**src/rtl/rv_fetch_pkg.sv**
```systemverilog
// Shared types and constants for the instruction-fetch front end.
package rv_fetch_pkg;

    localparam int INST_W       = 32;
    localparam int FETCH_ADDR_W = 32;

    // Canonical RISC-V no-op (addi x0, x0, 0).
    localparam logic [INST_W-1:0] RV_NOP = 32'h0000_0013;

    // Address the core starts fetching from when the top is not overridden.
    localparam logic [FETCH_ADDR_W-1:0] DEFAULT_RESET_PC = 32'h0000_0000;

    // One fetched instruction together with the address it came from.
    typedef struct packed {
        logic [FETCH_ADDR_W-1:0] pc;
        logic [INST_W-1:0]       inst;
    } fetch_entry_t;

endpackage

```
**src/rtl/ifu_fetch_unit_if.sv**
```systemverilog
// Bundles the ROM read port, the redirect input and the decode handshake.
// The master modport is the fetch unit; the slave side is ROM, execute and decode.
interface ifu_fetch_unit_if import rv_fetch_pkg::*; #(
    parameter int ADDR_W = FETCH_ADDR_W
);

    logic              rom_req_o;
    logic [ADDR_W-1:0] rom_addr_o;
    logic [INST_W-1:0] rom_rdata_i;

    logic              redirect_i;
    logic [ADDR_W-1:0] redirect_pc_i;

    logic              inst_valid_o;
    logic [INST_W-1:0] inst_o;
    logic [ADDR_W-1:0] inst_pc_o;
    logic              inst_ready_i;

    modport master (
        output rom_req_o, rom_addr_o, inst_valid_o, inst_o, inst_pc_o,
        input  rom_rdata_i, redirect_i, redirect_pc_i, inst_ready_i
    );

    modport slave (
        input  rom_req_o, rom_addr_o, inst_valid_o, inst_o, inst_pc_o,
        output rom_rdata_i, redirect_i, redirect_pc_i, inst_ready_i
    );

endinterface

```
**src/rtl/fetch_fifo.sv**
```systemverilog
// Small synchronous FIFO of fetch entries. A flush empties it at the clock
// edge, but a push in the same cycle still lands as the sole surviving entry.
module fetch_fifo import rv_fetch_pkg::*; #(
    parameter  int DEPTH = 2,
    localparam int PTR_W = $clog2(DEPTH),
    localparam int CNT_W = $clog2(DEPTH + 1)
) (
    input  logic             clk,
    input  logic             rst,
    input  logic             push_i,
    input  logic             pop_i,
    input  logic             flush_i,
    input  fetch_entry_t     data_i,
    output logic             full_o,
    output logic             empty_o,
    output logic [CNT_W-1:0] count_o,
    output fetch_entry_t     head_o
);

    fetch_entry_t     mem [DEPTH];
    logic [PTR_W-1:0] rdPtr_q;
    logic [PTR_W-1:0] wrPtr_q;
    logic [CNT_W-1:0] count_q;
    logic             doPush;
    logic             doPop;
    logic [PTR_W-1:0] writeIdx;

    assign full_o  = (count_q == CNT_W'(DEPTH));
    assign empty_o = (count_q == '0);
    assign count_o = count_q;

    // Push is accepted when there is room, when the head leaves in the same
    // cycle, or when a flush frees everything; pop is ignored when empty.
    assign doPush   = push_i && (flush_i || !full_o || pop_i);
    assign doPop    = pop_i && !empty_o;
    assign writeIdx = flush_i ? '0 : wrPtr_q;

    // Zero the head when empty so decode never sees stale entries.
    assign head_o = empty_o ? '0 : mem[rdPtr_q];

    // Pointer and occupancy bookkeeping; flush restarts both pointers at slot 0.
    always_ff @(posedge clk) begin
        if (rst) begin
            rdPtr_q <= '0;
            wrPtr_q <= '0;
            count_q <= '0;
        end else if (flush_i) begin
            rdPtr_q <= '0;
            wrPtr_q <= doPush ? PTR_W'(1) : '0;
            count_q <= doPush ? CNT_W'(1) : '0;
        end else begin
            if (doPush) begin
                wrPtr_q <= wrPtr_q + PTR_W'(1);
            end
            if (doPop) begin
                rdPtr_q <= rdPtr_q + PTR_W'(1);
            end
            count_q <= count_q + CNT_W'(doPush) - CNT_W'(doPop);
        end
    end

    // Storage write; entries need no reset because empty_o masks the head.
    always_ff @(posedge clk) begin
        if (doPush) begin
            mem[writeIdx] <= data_i;
        end
    end

endmodule

```
**src/rtl/ifu_fetch_unit.sv**
```systemverilog
// Instruction-fetch front end: sequential PC generation, credit-based ROM
// issue, one-cycle ROM response capture and redirect handling.
module ifu_fetch_unit import rv_fetch_pkg::*; #(
    parameter int                ADDR_W   = FETCH_ADDR_W,
    parameter logic [ADDR_W-1:0] RESET_PC = ADDR_W'(DEFAULT_RESET_PC),
    parameter int                DEPTH    = 2
) (
    input  logic               clk,
    input  logic               rst,
    ifu_fetch_unit_if.master   bus
);

    localparam int CNT_W = $clog2(DEPTH + 1);

    logic [ADDR_W-1:0] fetchPc_q;
    logic [ADDR_W-1:0] fetchPc_d;
    logic [ADDR_W-1:0] issuePc_q;
    logic              inflight_q;

    logic [ADDR_W-1:0] redirectTarget;
    logic [ADDR_W-1:0] reqAddr;
    logic              issue;
    logic              killResponse;
    logic              push;
    logic              pop;
    logic [CNT_W:0]    occupancy;

    logic              fifoFull;
    logic              fifoEmpty;
    logic [CNT_W-1:0]  fifoCount;
    fetch_entry_t      pushEntry;
    fetch_entry_t      headEntry;

    assign redirectTarget = {bus.redirect_pc_i[ADDR_W-1:2], 2'b00};
    assign reqAddr        = bus.redirect_i ? redirectTarget : fetchPc_q;

    // A redirect discards whatever ROM word is returning this cycle; the
    // request issued alongside the redirect already targets the new stream.
    assign killResponse = bus.redirect_i;
    assign push         = inflight_q && !killResponse;
    assign pop          = !fifoEmpty && bus.inst_ready_i;

    // Credits: every outstanding ROM word has a reserved FIFO slot, so a
    // response is never dropped. The full/no-pop guard restates this for the
    // case where the FIFO alone already holds every slot.
    assign occupancy = (CNT_W+1)'(fifoCount) + (CNT_W+1)'(inflight_q) - (CNT_W+1)'(pop);
    assign issue     = !rst && !(fifoFull && !pop) && (occupancy < (CNT_W+1)'(DEPTH));

    assign bus.rom_req_o  = issue;
    assign bus.rom_addr_o = reqAddr;

    assign pushEntry.pc   = FETCH_ADDR_W'(issuePc_q);
    assign pushEntry.inst = bus.rom_rdata_i;

    assign bus.inst_valid_o = !fifoEmpty;
    assign bus.inst_o       = headEntry.inst;
    assign bus.inst_pc_o    = ADDR_W'(headEntry.pc);

    // Next fetch address: advance past an issued word (wrapping naturally),
    // otherwise remember a redirect target, otherwise hold.
    always_comb begin
        fetchPc_d = fetchPc_q;
        if (issue) begin
            fetchPc_d = reqAddr + ADDR_W'(4);
        end else if (bus.redirect_i) begin
            fetchPc_d = redirectTarget;
        end
    end

    // PC, in-flight flag and issued-address capture for the one-cycle ROM.
    always_ff @(posedge clk) begin
        if (rst) begin
            fetchPc_q  <= RESET_PC;
            inflight_q <= 1'b0;
            issuePc_q  <= '0;
        end else begin
            fetchPc_q  <= fetchPc_d;
            inflight_q <= issue;
            if (issue) begin
                issuePc_q <= reqAddr;
            end
        end
    end

    fetch_fifo #(
        .DEPTH (DEPTH)
    ) u_fifo (
        .clk     (clk),
        .rst     (rst),
        .push_i  (push),
        .pop_i   (pop),
        .flush_i (bus.redirect_i),
        .data_i  (pushEntry),
        .full_o  (fifoFull),
        .empty_o (fifoEmpty),
        .count_o (fifoCount),
        .head_o  (headEntry)
    );

endmodule
```
**src/flat_wrapper.sv**
```systemverilog
// flat-port wrapper written by rule: the top's interface ports become plain ports
module ifu_fetch_unit_flat import rv_fetch_pkg::*;
#(
    parameter int                ADDR_W   = FETCH_ADDR_W,
    parameter logic [ADDR_W-1:0] RESET_PC = ADDR_W'(DEFAULT_RESET_PC),
    parameter int                DEPTH    = 2
)
  (clk, rst, bus_rom_req_o, bus_rom_addr_o, bus_inst_valid_o, bus_inst_o, bus_inst_pc_o, bus_rom_rdata_i, bus_redirect_i, bus_redirect_pc_i, bus_inst_ready_i);
  ifu_fetch_unit_if #(.ADDR_W(ADDR_W)) bus_i ();
  input  logic clk;
  input  logic rst;
  output wire logic [$bits(bus_i.rom_req_o)-1:0] bus_rom_req_o;
  output wire logic [$bits(bus_i.rom_addr_o)-1:0] bus_rom_addr_o;
  output wire logic [$bits(bus_i.inst_valid_o)-1:0] bus_inst_valid_o;
  output wire logic [$bits(bus_i.inst_o)-1:0] bus_inst_o;
  output wire logic [$bits(bus_i.inst_pc_o)-1:0] bus_inst_pc_o;
  input wire logic [$bits(bus_i.rom_rdata_i)-1:0] bus_rom_rdata_i;
  input wire logic [$bits(bus_i.redirect_i)-1:0] bus_redirect_i;
  input wire logic [$bits(bus_i.redirect_pc_i)-1:0] bus_redirect_pc_i;
  input wire logic [$bits(bus_i.inst_ready_i)-1:0] bus_inst_ready_i;
  assign bus_rom_req_o = bus_i.rom_req_o;
  assign bus_rom_addr_o = bus_i.rom_addr_o;
  assign bus_inst_valid_o = bus_i.inst_valid_o;
  assign bus_inst_o = bus_i.inst_o;
  assign bus_inst_pc_o = bus_i.inst_pc_o;
  assign bus_i.rom_rdata_i = bus_rom_rdata_i;
  assign bus_i.redirect_i = bus_redirect_i;
  assign bus_i.redirect_pc_i = bus_redirect_pc_i;
  assign bus_i.inst_ready_i = bus_inst_ready_i;
  ifu_fetch_unit #(.ADDR_W(ADDR_W), .RESET_PC(RESET_PC), .DEPTH(DEPTH)) u_core (.clk(clk), .rst(rst), .bus(bus_i));
endmodule
```
**config.mk**
```make
export PLATFORM = sky130hd
export DESIGN_NAME = ifu_fetch_unit_flat
export DESIGN_NICKNAME = d
export VERILOG_FILES = /design/src/rtl/rv_fetch_pkg.sv /design/src/rtl/ifu_fetch_unit_if.sv /design/src/rtl/fetch_fifo.sv /design/src/rtl/ifu_fetch_unit.sv /design/src/flat_wrapper.sv
export SDC_FILE = /design/constraint.sdc
export NUM_CORES = 1
export LEC_CHECK = 0
export ABC_AREA = 1
export CORE_MARGIN = 3
export CORE_UTILIZATION = 52
export DETAILED_ROUTE_END_ITERATION = 8
export GPL_ROUTABILITY_DRIVEN = 0
export GPL_TIMING_DRIVEN = 0
export PLACE_DENSITY = 0.8
export SLEW_MARGIN = 20
export SYNTH_ARGS = -nofsm -noshare
export SYNTH_HDL_FRONTEND = slang
export SYNTH_SLANG_ARGS = --single-unit
```
**constraint.sdc**
```tcl
create_clock -name clk -period 5.4 [get_ports clk]
set_clock_uncertainty 0.1 [all_clocks]
set_input_delay 0.81 -clock clk [delete_from_list [all_inputs] [get_ports clk]]
set_output_delay 0.81 -clock clk [all_outputs]
set_load 0.005 [all_outputs]
```
# --- Word-level counts from Yosys, hierarchy flattened ---
# Memory sizes are Yosys's and may differ from the RTL's. A register that Yosys moved wholly into a read port is not among the register bits.
# Index checks and enable logic that the tools add are counted.
totals:
  ramBits: 128
  output_inout_bits: 98
  ff_bits: 69
  word_cells: 46
  n_memories: 1
  in_bits: 68
mem_list:
  columns: ["name", "depth", "word_bits", "read_ports", "rd_clocked_by_memory_dff", "write_ports", "line", "rtl"]
  rows:
  - ["u_core.u_fifo.mem", 2, 64, 1, 1, 1, "fetch_fifo.sv:20", "fetch_entry_t mem [DEPTH];"]
classes:
  addsub: 7
  muxes: 12
  magnitude_cmp: 1
  n_reduce_logical: 18
  n_eq_ne: 1
ops:
  columns: ["cell", "count"]
  rows:
  - ["32-bit 2-to-1 mux", 2]
  - ["64-bit 2-to-1 mux", 1]
  - ["32-bit by 3-bit adder with 32-bit output, second input constant", 1]
  - ["1-bit 2-to-1 mux", 8]
  - ["1-bit logical AND", 7]
  - ["1-bit zero test", 6]
  - ["2-bit by 1-bit adder with 3-bit output", 1]
  - ["3-bit by 2-bit less-than comparator with 1-bit output, second input constant", 1]
  - ["3-bit by 1-bit subtractor with 3-bit output", 1]
  - ["1-bit adder, second input constant", 2]
  - ["2-bit by 1-bit adder with 2-bit output", 1]
  - ["2-bit == test, second input constant", 1]
  - ["2-bit zero test", 1]
  - ["1-bit logical OR", 2]
  - ["2-bit 2-to-1 mux", 1]
  - ["2-bit nonzero test", 1]
  - ["2-bit OR reduction", 1]
  - ["2-bit by 1-bit subtractor with 2-bit output", 1]

# --- Longest topological paths before layout ---
# Gate-level depths: netlist of run 1.
depth:
  ltp_word: 9
  ltp_mapped: 17
  ltp_nobuf: 15

# --- Cells and area by module ---
# Synthesis of run 1 repeated with hierarchy kept, for this count alone.
hier_totals:
  hier_cells: 893
  area_unflattened_um2: 8967.4
by_module_without_submodules:
  columns: ["module", "cells_each", "seq_area_each_um2", "instances", "area_each_um2"]
  rows:
  - ["fetch_fifo", 383, 3943.8, 1, 5288.8]
  - ["ifu_fetch_unit", 510, 1301.2, 1, 3678.5]

# --- Least setup slack after synthesis of run 1 ---
# No wires, ideal clock.
synth_path:
  kind: "input to register"
  start: "input port bus_redirect_i"
  end: "memory u_core.u_fifo.mem[1][0] in the netlist's numbering, enable pin"
  setup_slack_ns: 0.710
  path_stages: 6
  t_required_ns: 4.812
  n_path_buf: 3
  arrival_ns: 4.102
  setup_ns: 0.488
  path_cell_list: "buf_6 -> inv_6 -> buf_8 -> buf_8 -> nand3_1 -> nor2_1"
synth_via:
  elab_chain_cells: 5
  elab_cells_between_ends: 8
  cone_classes: "mux: 3; reduce/logical: 5"
synth_rtl:
  columns: ["item", "line", "rtl"]
  rows:
  - ["start: declaration", "flat_wrapper.sv:18", "input wire logic [$bits(bus_i.redirect_i)-1:0] bus_redirect_i;"]
  - ["1-bit zero test / 1-bit logical OR (equally long branches)", "ifu_fetch_unit.sv:40, fetch_fifo.sv:34", null]
  - ["1-bit logical AND / 1-bit logical OR (equally long branches)", "ifu_fetch_unit.sv:40, fetch_fifo.sv:34", null]
  - ["1-bit logical AND", "fetch_fifo.sv:34", "assign doPush = push_i && (flush_i || !full_o || pop_i);"]
  - ["1-bit 2-to-1 mux", "fetch_fifo.sv:64", "if (doPush) begin"]
  - ["1-bit 2-to-1 mux (implied by the code)", "fetch_fifo.sv:65", "mem[writeIdx] <= data_i;"]
  - ["end: declaration", "fetch_fifo.sv:20", null]
# Parallel ways exist; a longest one is shown, timed or not.

# --- Worst setup path after layout of run 1 ---
layout_path:
  start: "register u_core.u_fifo.count_q[1] (netlist: u_core.u_fifo.count_o[1])"
  end: "output port bus_rom_req_o"
layout_via:
  elab_chain_cells: 8
  elab_cells_between_ends: 12
  cone_classes: "add/sub: 2; order compare: 1; eq/ne: 1; reduce/logical: 8"
layout_rtl:
  columns: ["item", "line", "rtl"]
  rows:
  - ["start: declaration", "fetch_fifo.sv:23", "logic [CNT_W-1:0] count_q;"]
  - ["start signal: assignment", "fetch_fifo.sv:50", "count_q <= doPush ? CNT_W'(1) : '0;"]
  - ["start signal: assignment", "fetch_fifo.sv:58", "count_q <= count_q + CNT_W'(doPush) - CNT_W'(doPop);"]
  - ["branches (longest 7 deep; another with 2-bit by 1-bit adder with 3-bit output)", null, null]
  - ["1-bit logical AND (*)", "ifu_fetch_unit.sv:47", "assign issue = !rst && !(fifoFull && !pop) && (occupancy < (CNT_W+1)'(DEPTH));"]
  - ["end: declaration", "flat_wrapper.sv:12", "output wire logic [$bits(bus_i.rom_req_o)-1:0] bus_rom_req_o;"]
# Mark *: on every way between the ends.

==> results of run 1 <==
## kinds of logic (layout without fill, tap and decap cells)
family	Yosys count	count (layout)	share of synthesized area, %
flip-flops	198	198	61.3
adder cells (fa/ha/maj)	5	5	0.820
buffers and inverters	109	306	5.84
AND/OR/NAND/NOR	457	457	23.1
AO/OA/AOI/OAI	132	132	8.80
XOR/XNOR	1	1	0.102
## worst register-to-register path, cell delays in order (launching register included)
cell                       delay, ns
sky130_fd_sc_hd__dfxtp_1        0.39
sky130_fd_sc_hd__nor2_1         0.24
sky130_fd_sc_hd__clkbuf_2       0.34
sky130_fd_sc_hd__nor2_1         0.08
sky130_fd_sc_hd__ha_1           0.26
sky130_fd_sc_hd__or2_2          0.30
sky130_fd_sc_hd__fa_1           0.49
sky130_fd_sc_hd__inv_1          0.05
sky130_fd_sc_hd__nor2_2         0.09
sky130_fd_sc_hd__nand3_1        0.11
sky130_fd_sc_hd__nor2_2         0.16
sky130_fd_sc_hd__buf_4          0.20
sky130_fd_sc_hd__nand2_1        0.14
sky130_fd_sc_hd__nor2_4         0.19
sky130_fd_sc_hd__nand3_2        0.12
sky130_fd_sc_hd__nor2_1         0.11
sky130_fd_sc_hd__nor2_1         0.05
sky130_fd_sc_hd__nor2_1         0.15
## power by group
group	total [W]	leakage (nW)	internal, W	switching [W]
registers	0.00175	1.76	0.00171	0.0000377
logic	0.000444	2.09	0.000198	0.000246
clock network	0.00122	0.273	0.000648	0.000570
total	0.00341	4.12	0.00256	0.000854
## metal layers
layer,wire length (um),track usage (%),share of wire [%],vias up
met5,0,0,0,-
met4,451,8.99,2.2,0
met3,1880,4.99,9.0,37
met2,9940,38.7,47,321
met1,8690,30.6,41,3142
li1,-,-,-,3368
## layout make-up
cell class | instances | area share [%]
Clock buffer | 17 | 3.83
Inverter | 64 | 2.21
Clock inverter | 15 | 1.28
Multi-Input combinational cell | 595 | 25.4
Timing Repair Buffer | 165 | 15.4
Sequential cell | 198 | 47.2
Buffer | 45 | 2.30
Tap cell | 216 | 2.43
## through the flow
step	total power, W	TNS (ns)	hold WS [ns]	cells	instance area [sq um]
global placement	0.00220	-114.95	0.323	1279	10400
finish	0.00341	0	0.345	1315	11100
detailed placement	0.00222	0	0.335	1283	10500
floorplan	0.00200	0	0.317	902	8550
global route	0.00353	0	0.371	1315	11100
CTS	0.00342	0	0.346	1315	11100
## state kept, by name, indices dropped and copies added, names as in the netlist, named ones only
signal,count
u_core.u_fifo.mem,128
u_core.fetchPc_q,32
u_core.issuePc_q,32
u_core.u_fifo.count_o,2
u_core.inflight_q,1
u_core.u_fifo.rdPtr_q,1
u_core.u_fifo.wrPtr_q,1
## synth_stat cells, types with 8 or more instances
cell type                  number  area share, %
sky130_fd_sc_hd__nand3_1       16           0.94
sky130_fd_sc_hd__nand2_2       23            1.7
sky130_fd_sc_hd__nor2_2         8           0.59
sky130_fd_sc_hd__a21oi_1       84            4.9
sky130_fd_sc_hd__o21ai_0       13           0.76
sky130_fd_sc_hd__nor2_1        99            4.3
sky130_fd_sc_hd__a211oi_1      25            2.2
sky130_fd_sc_hd__nand2_1      272             12
sky130_fd_sc_hd__dfxtp_1       70             16
sky130_fd_sc_hd__clkbuf_1      24            1.1
sky130_fd_sc_hd__nand4_1       13           0.95
sky130_fd_sc_hd__inv_1         59            2.6
sky130_fd_sc_hd__edfxtp_1     128             45
## path summary, 6_finish.rpt
kind                       startpoint                   end  depth (start not counted)
max          u_core.u_fifo.count_o[1]         bus_rom_req_o                         13
min               u_core.fetchPc_q[0]   u_core.fetchPc_q[0]                          2
max reg2reg  u_core.u_fifo.count_o[1]  u_core.fetchPc_q[30]                         17
min reg2reg       u_core.fetchPc_q[0]   u_core.fetchPc_q[0]                          2
## cell usage in the layout, fill, tap and decap left out, types with 16 or more instances in the layout
cell	Yosys	layout
sky130_fd_sc_hd__nand2_2	23	23
sky130_fd_sc_hd__inv_1	59	59
sky130_fd_sc_hd__a21oi_1	84	84
sky130_fd_sc_hd__a211oi_1	25	25
sky130_fd_sc_hd__edfxtp_1	128	128
sky130_fd_sc_hd__nand2_1	272	272
sky130_fd_sc_hd__dfxtp_1	70	70
sky130_fd_sc_hd__nor2_1	99	97
sky130_fd_sc_hd__clkdlybuf4s50_1	0	161
sky130_fd_sc_hd__nand3_1	16	16
sky130_fd_sc_hd__clkbuf_16	0	17
sky130_fd_sc_hd__clkbuf_1	24	23
==> results.md, run 1 <==
* Status: completed
* Sequential cell area at 5250 sq um
* Final core utilization at 69.5%
* Number of distinct standard cells referenced by the synthesized netlist at 36
* Vias in the first global route at 6622
* DR WL/cell at 15.9 um
* Required time reported for the critical path endpoint at 4.49 ns
* Type of origin of the critical path: flop
* Fraction of synthesis flops using an asynchronous set or reset pin at 0%
* # H-tree levels at 4
* Category of cells accounting for the largest share of critical-path delay: buffers and inverters
* Placeable core region at 16000 sq um
* Clk_lat worst skew at 0.43 ns
* Leakage power total at 4.12 nW
* Setup slack after placement at 0.421 ns
* R2R setup slack at 1.76 ns
* Sequential fraction of the synthesis area at 61.3%
* Port-buffer cells at 161
* Post-layout worst setup margin at 0.391 ns
* Crit Path Category: reg2out
* Cell with the biggest individual delay on the critical path: sky130_fd_sc_hd__clkdlybuf4s50_1
* Drt first-iter violations at 574
* Shortest clock period the worst path allows after layout at 5.01 ns
* Total clock buffers created by CTS at 17
* Transition time of the tightest slew-check pin at 0.743 ns
* Nets at 1159
* Setup repair after global routing missed its margin: no
* Antenna viol nets, final at 0
* Multi-input gate area at 2820 sq um
* Area of the die at 18000 sq um
* Starting density of the core at 53.4%
* Final count of pins violating max slew at 0
* Half-perimeter wire length after detailed placement at 15100 um
* Power per unit of standard cell area at 307 nW/um^2
* DR DRC count at 0
* Share of final-layout standard cells stronger than drive strength 1 at 10.3%
* Maximum number of pins on one net before global-route repair at 27
* GR Util All Layers at 23.5%
* Synthesized area per cell at 9.48 sq um
* Synthesis-to-layout area growth at 30.0%
* Cells along the critical path: nor2_1 -> clkbuf_2 -> nor2_1 -> ha_1 -> or2_2 -> fa_1 -> inv_1 -> nor2_2 -> nand3_1 -> nor2_2 -> buf_4 -> clkbuf_1 -> clkdlybuf4s50_1
* Buf+Inv Stages, Crit Path at 5
* Number of clock sinks at 198
* Post-synth EDFFs at 128
* Dominant register cell in the synthesized netlist: sky130_fd_sc_hd__edfxtp_1
* Global-route wire length before repair at 33300 um
* Mapped cell area at 8550 sq um
* Wire length after detailed routing at 21000 um
* Count of hold buffers inserted by post-cts repair at 0
* Mean number of vias per cell at 5.22
* Y dimension of the die at 134 um
* Filler cell count at 1218
* Worst Path Max Fanout at 10
* Hold crit path type: reg2reg
* Maximum buffer depth of the clock tree at 2
* Endpoint type of the worst setup path: output pin
* Antenna diode count at 0
* Cell at the root of the clock tree: sky130_fd_sc_hd__clkbuf_16
* Number of buffers inserted to repair setup after CTS at 0
* Endpoints failing hold at 0
* Number of warning messages in the yosys log at 0
* CTS-repair resized insts at 0
* Clock tree from TritonCTS: done
* Total overflow reported by the global router at 0
* Total number of vias at 6868
* Arrival time at the worst endpoint at 4.10 ns
* Die boundary width at 134 um
* CTS clk-pin slew, worst paths at 0.07 ns
* Worst ir drop on vdd at 0.220 mV
* Count of TritonRoute iterations in the first routing pass at 5
* Io pins at 166
* Rows at 46
* Maxcap violations at 0
* Maximum operating frequency at 200 MHz
* Syn nets at 975
* Period utilisation layout at 92.8%
* Delay of the slowest cell on the worst path at 0.59 ns
* Number of synthesized register bits at 198
* Relative slew margins at 50.4%
* Gate count of the mapped netlist at 902
* Number of antenna violations at the first check in global routing at 0
* Endpoints failing setup at 0
(Power assumes the default switching activity.)
==> run 2, diff against run 1 <==
RECOVER_POWER = 50   (was unset)
==> results.md, run 2 (synthesized netlist as in run 1, its figures left out) <==
* Worst hold path depth at 2
* CTS clk-pin slew, worst paths at 0.07 ns
* Y dimension of the die at 134 um
* Filler cell count at 1230
* Vias in the first global route at 6622
* Endpoint type of the worst setup path: output pin
* Area of the die at 18000 sq um
* Clock tree from TritonCTS: done
* Worst Path Max Fanout at 10
* Leading registers by flop count: u_core.u_fifo.mem: 128 flops, u_core.fetchPc_q: 32 flops, u_core.issuePc_q: 32 flops
* Arrival time at the worst endpoint at 4.10 ns
* Design Power at 0.00340 W
* Port-buffer cells at 161
* Cell with the biggest individual delay on the critical path: sky130_fd_sc_hd__clkdlybuf4s50_1
* Global-route wire length before repair at 33300 um
* Category of cells accounting for the largest share of critical-path delay: buffers and inverters
* Type of origin of the critical path: flop
* Flip-flop count of the largest register after layout at 128
* Top reg by flops: u_core.u_fifo.mem
* Period utilisation layout at 92.7%
* Starting density of the core at 53.4%
* Setup slack after placement at 0.421 ns
* Crit Path Category: reg2out
* Required time reported for the critical path endpoint at 4.49 ns
* Cell at the root of the clock tree: sky130_fd_sc_hd__clkbuf_16
* Worst reg-to-reg path cell count at 17
* Worst ir drop on vdd at 0.221 mV
* Share of final-layout standard cells stronger than drive strength 1 at 9.83%
* Sum of negative setup slack at 0 ns
* Wire length after detailed routing at 21000 um
* Leakage power total at 4.10 nW
* Setup repair after global routing missed its margin: no
* Delay of the slowest cell on the worst path at 0.59 ns
* Maxcap violations at 1
* Portion of total power attributed to combinational logic at 12.8%
* Number of clock sinks at 198
* DR WL/cell at 16.0 um
* Count of TritonRoute iterations in the first routing pass at 6
* Most common cell after layout, fill and taps aside: sky130_fd_sc_hd__nand2_1
* Shortest clock period the worst path allows after layout at 5.01 ns
* Half-perimeter wire length after detailed placement at 15100 um
* Cell internal power dissipation at 0.00255 W
* Maximum buffer depth of the clock tree at 2
* Post-layout worst setup margin at 0.392 ns
* Number of buffers inserted to repair setup after CTS at 0
* Sequential power share at 51.5%
* Sw frac at 25.0%
* Total clock buffers created by CTS at 17
* Placeable core region at 16000 sq um
* Commonest cells after routing, fill and taps aside: 272 x sky130_fd_sc_hd__nand2_1, 129 x sky130_fd_sc_hd__clkdlybuf4s50_1, 128 x sky130_fd_sc_hd__edfxtp_1, 99 x sky130_fd_sc_hd__nor2_1, 84 x sky130_fd_sc_hd__a21oi_1
* Die boundary width at 134 um
* GR Util All Layers at 23.5%
* Status: finished, violations left
* Synthesis-to-layout area growth at 29.1%
* Endpoints failing setup at 0
* Nets at 1159
* # H-tree levels at 4
* Worst hold start: u_core.fetchPc_q[0]
* Final std cells w/o fill at 1316
* Power per unit of standard cell area at 308 nW/um^2
* Transition time of the tightest slew-check pin at 2.14 ns
* Reg-to-reg critical path endpoint: u_core.fetchPc_q[29]
* Sequential cell area at 5250 sq um
* Clk_lat worst skew at 0.43 ns
* P_sw at 0.000850 W
* Buf+Inv Stages, Crit Path at 5
* Rows at 46
* Violations in the final reports: capacitance limit, slew limit
* Endpoints failing hold at 0
* Mean number of vias per cell at 5.24
* Number of antenna violations at the first check in global routing at 0
* DR DRC count at 0
* Maximum operating frequency at 200 MHz
* Proportion of power drawn by the clock network at 35.8%
* Total number of vias at 6898
* Hold crit path type: reg2reg
* Cell count after placement at 1283
* Cells along the critical path: nor2_1 -> clkbuf_2 -> nor2_1 -> ha_1 -> or2_2 -> fa_1 -> inv_1 -> nor2_2 -> nand3_1 -> nor2_2 -> buf_4 -> clkbuf_1 -> clkdlybuf4s50_1
* Maximum number of pins on one net before global-route repair at 27
* Total overflow reported by the global router at 0
* Multi-input gate area at 2810 sq um
* Io pins at 166
* Final count of pins violating max slew at 21
* Drt first-iter violations at 582
* Antenna viol nets, final at 0
* R2R setup slack at 1.74 ns
* Relative slew margins at -43.4%
* Worst hold path endpoint: u_core.fetchPc_q[0]
* Reg-to-Reg Start: u_core.u_fifo.count_o[1]
-- run 2: cell count changes in the layout (fill, tap and decap cells not counted), sizes merged --
cell,before,now
clkdlybuf4s50,161,129
dlygate4sd3,0,32
buf,25,20
clkbuf,41,46
clkinvlp,3,4
diode,0,1
inv,72,71
-- run 2: worst max path at each step --
| stage | depth (start not counted) | slack [ns] | startpoint | to |
|---|---|---|---|---|
| after floorplan | 6 | 0.71 | bus_redirect_i | u_core.u_fifo.mem[1][0] |
| after global placement | 5 | -0.90 | bus_inst_ready_i | u_core.u_fifo.mem[1][28] |
| after detailed placement | 13 | 0.42 | bus_inst_ready_i | bus_rom_req_o |
| after CTS | 13 | 0.17 | u_core.u_fifo.count_o[1] | bus_rom_req_o |
| after global routing | 13 | 0.009 | u_core.u_fifo.count_o[1] | bus_rom_req_o |
| final | 13 | 0.39 | u_core.u_fifo.count_o[1] | bus_rom_req_o |
-- run 2: cell type report --
cell class              count  share of cell area, %
well taps                 216                   2.45
multi-input cells         595                   25.4
repair buffers            165                   15.2
plain buffers              45                   2.04
diodes                      1                 0.0227
inverters                  64                   2.19
clock inverters            15                   1.29
flip-flops and latches    198                   47.5
clock buffers              17                   3.86
-- run 2: worst register-to-register path: stages, from the launching register on --
cell,delay [ns]
sky130_fd_sc_hd__dfxtp_1,0.39
sky130_fd_sc_hd__nor2_1,0.24
sky130_fd_sc_hd__clkbuf_2,0.34
sky130_fd_sc_hd__nor2_1,0.08
sky130_fd_sc_hd__ha_1,0.26
sky130_fd_sc_hd__or2_2,0.30
sky130_fd_sc_hd__fa_1,0.49
sky130_fd_sc_hd__inv_1,0.05
sky130_fd_sc_hd__nor2_2,0.09
sky130_fd_sc_hd__nand3_1,0.11
sky130_fd_sc_hd__nor2_2,0.16
sky130_fd_sc_hd__buf_4,0.20
sky130_fd_sc_hd__nand3_1,0.18
sky130_fd_sc_hd__nor2_2,0.23
sky130_fd_sc_hd__nand3_1,0.10
sky130_fd_sc_hd__nand2_1,0.07
sky130_fd_sc_hd__inv_1,0.04
sky130_fd_sc_hd__nor2_1,0.14
-- run 2: power by group through the flow --
stage                     Clock, W  Combinational, W  Sequential (W)
after floorplan                  0          0.000225         0.00177
after global placement           0          0.000418         0.00178
final                      0.00122          0.000433         0.00175
after detailed placement         0          0.000440         0.00178
after global routing       0.00129          0.000477         0.00176
after CTS                  0.00123          0.000444         0.00175
-- run 2: layer usage --
metal  share of wire [%]  GRT usage, %  vias up
met1                  42          30.6     3171
li1                    -             -     3369
met2                  47          38.7      322
met5                   0             0        -
met4                 2.1          8.99        0
met3                 9.3          4.99       36
-- run 2: metrics by stage --
stage               hold slack (ns)  cell area (sq um)  util (%)
floorplan                     0.317               8550         -
global placement              0.323              10400      65.2
detailed placement            0.335              10500      65.9
CTS                           0.346              11100      69.5
global route                  0.371              11000      68.9
finish                        0.344              11000      69.0
-- run 2: repair_timing --
action,CTS,global route
resized for setup,0,2
hold buffers,0,0
endpoints found under the setup margin,0,1
==> run 3, diff against run 2 <==
MAX_ROUTING_LAYER = met4   (was unset)
==> results.md, run 3 (synthesized netlist as in run 1, its figures left out) <==
* Status: finished, violations left
* Violations in the final reports: capacitance limit, slew limit
* Buf+Inv Stages, Crit Path at 4
* Maximum operating frequency at 215 MHz
* Final std cells w/o fill at 1315
* Final core utilization at 68.9%
* Type of origin of the critical path: flop
* Clock tree from TritonCTS: done
* GR Util All Layers at 24.2%
* Crit Path Category: reg2out
* Most common cell after layout, fill and taps aside: sky130_fd_sc_hd__nand2_1
* Top reg by flops: u_core.u_fifo.mem
* DR WL/cell at 16.0 um
* Worst Path Max Fanout at 19
* Maxcap violations at 1
* Worst ir drop on vdd at 0.221 mV
* Synthesis-to-layout area growth at 29.0%
* Category of cells accounting for the largest share of critical-path delay: buffers and inverters
* Share of final-layout standard cells stronger than drive strength 1 at 9.84%
* Io pins at 166
* Delay of the slowest cell on the worst path at 0.54 ns
* Drt first-iter violations at 594
* Rows at 46
* Leading registers by flop count: u_core.u_fifo.mem: 128 flops, u_core.fetchPc_q: 32 flops, u_core.issuePc_q: 32 flops
* Multi-input gate area at 2810 sq um
* Period utilisation layout at 86.3%
* Nets at 1158
* Endpoints failing setup at 0
* Cell with the biggest individual delay on the critical path: sky130_fd_sc_hd__clkdlybuf4s50_1
* Leakage power total at 4.10 nW
* Endpoints failing hold at 0
* Cells along the critical path: nor2_1 -> clkbuf_2 -> nor2_1 -> ha_1 -> or2_2 -> fa_1 -> inv_1 -> nor2_2 -> nand3_1 -> nor2_2 -> buf_4 -> clkdlybuf4s50_1
* Vias in the first global route at 6626
* Arrival time at the worst endpoint at 3.75 ns
* Count of hold buffers inserted by post-cts repair at 0
* Transition time of the tightest slew-check pin at 2.13 ns
* DR DRC count at 0
* Filler cell count at 1230
* Total overflow reported by the global router at 0
* Half-perimeter wire length after detailed placement at 15100 um
* Count of TritonRoute iterations in the first routing pass at 5
* Mean number of vias per cell at 5.24
* Number of antenna violations at the first check in global routing at 0
* Antenna viol nets, final at 0
* Hold_ws at 0.342 ns
* Commonest cells after routing, fill and taps aside: 272 x sky130_fd_sc_hd__nand2_1, 129 x sky130_fd_sc_hd__clkdlybuf4s50_1, 128 x sky130_fd_sc_hd__edfxtp_1, 99 x sky130_fd_sc_hd__nor2_1, 84 x sky130_fd_sc_hd__a21oi_1
* Global-route wire length before repair at 33300 um
* Port-buffer cells at 161
* Total clock buffers created by CTS at 17
* R2R setup slack at 1.65 ns
* Die boundary width at 134 um
* Sequential cell area at 5250 sq um
* Starting density of the core at 53.4%
* Placeable core region at 16000 sq um
* Maximum buffer depth of the clock tree at 2
* CTS clk-pin slew, worst paths at 0.07 ns
* Clk_lat worst skew at 0.43 ns
* Hold crit path type: reg2reg
* Setup repair after global routing missed its margin: no
* Power per unit of standard cell area at 308 nW/um^2
* Cell count after placement at 1283
* Area after detailed placement at 10500 sq um
* # H-tree levels at 4
* Y dimension of the die at 134 um
* Required time reported for the critical path endpoint at 4.49 ns
* Shortest clock period the worst path allows after layout at 4.66 ns
* Relative slew margins at -42.3%
* Wire length after detailed routing at 21000 um
* Flip-flop count of the largest register after layout at 128
* Total number of vias at 6891
* Endpoint type of the worst setup path: output pin
* Cell at the root of the clock tree: sky130_fd_sc_hd__clkbuf_16
* Post-route cell area at 11000 sq um
* Maximum number of pins on one net before global-route repair at 27
* Number of clock sinks at 198
* Final count of pins violating max slew at 21
* Area of the die at 18000 sq um
run 3: final cells by class:
class,count,share of cell area [%]
antenna,1,0.0227
timing repair buffer,165,15.2
multi-input combinational,595,25.4
inverter,64,2.19
clock inverter,15,1.29
tap,216,2.45
buffer,44,2.01
sequential,198,47.5
clock buffer,17,3.86
run 3: repair_timing:
action | 4_1_cts | 5_1_grt
buffers inserted | 0 | 0
setup endpoints to repair | 0 | 1
resized for setup | 0 | 2
run 3: tightest hold or removal path, delay by kind of cell, from the launching register on:
kind,cells,cell delay (ns)
DFF,1,0.30
buffers and inverters,1,0.06
and+or+nand+nor,1,0.04
run 3: report_power, final:
group	leakage [nW]	switching [W]	internal (W)
clock	0.273	0.000568	0.000648
sequential	1.76	0.0000372	0.00171
combinational	2.07	0.000244	0.000189
total	4.10	0.000850	0.00255
run 3: final timing paths:
kind	start	endpoint	cells after the start
max	u_core.u_fifo.count_o[1]	bus_rom_req_o	12
min	u_core.fetchPc_q[0]	u_core.fetchPc_q[0]	2
max reg2reg	u_core.u_fifo.count_o[1]	u_core.fetchPc_q[29]	17
min reg2reg	u_core.fetchPc_q[0]	u_core.fetchPc_q[0]	2
run 3: through the flow:
stage               power [W]  setup TNS [ns]  setup WS, ns
floorplan             0.00200               0         0.710
finish                0.00340               0         0.741
detailed placement    0.00222               0         0.421
global route          0.00352               0         0.251
global placement      0.00220         -114.95        -0.898
CTS                   0.00342               0         0.171
run 3: layer usage:
metal | global-route usage, % | share of wire (%) | vias to the layer above
li1 | - | - | 3360
met1 | 30.9 | 42 | 3178
met2 | 38.7 | 47 | 312
met3 | 4.80 | 8.7 | 41
met4 | 8.82 | 2.1 | 0
met5 | - | 0 | -
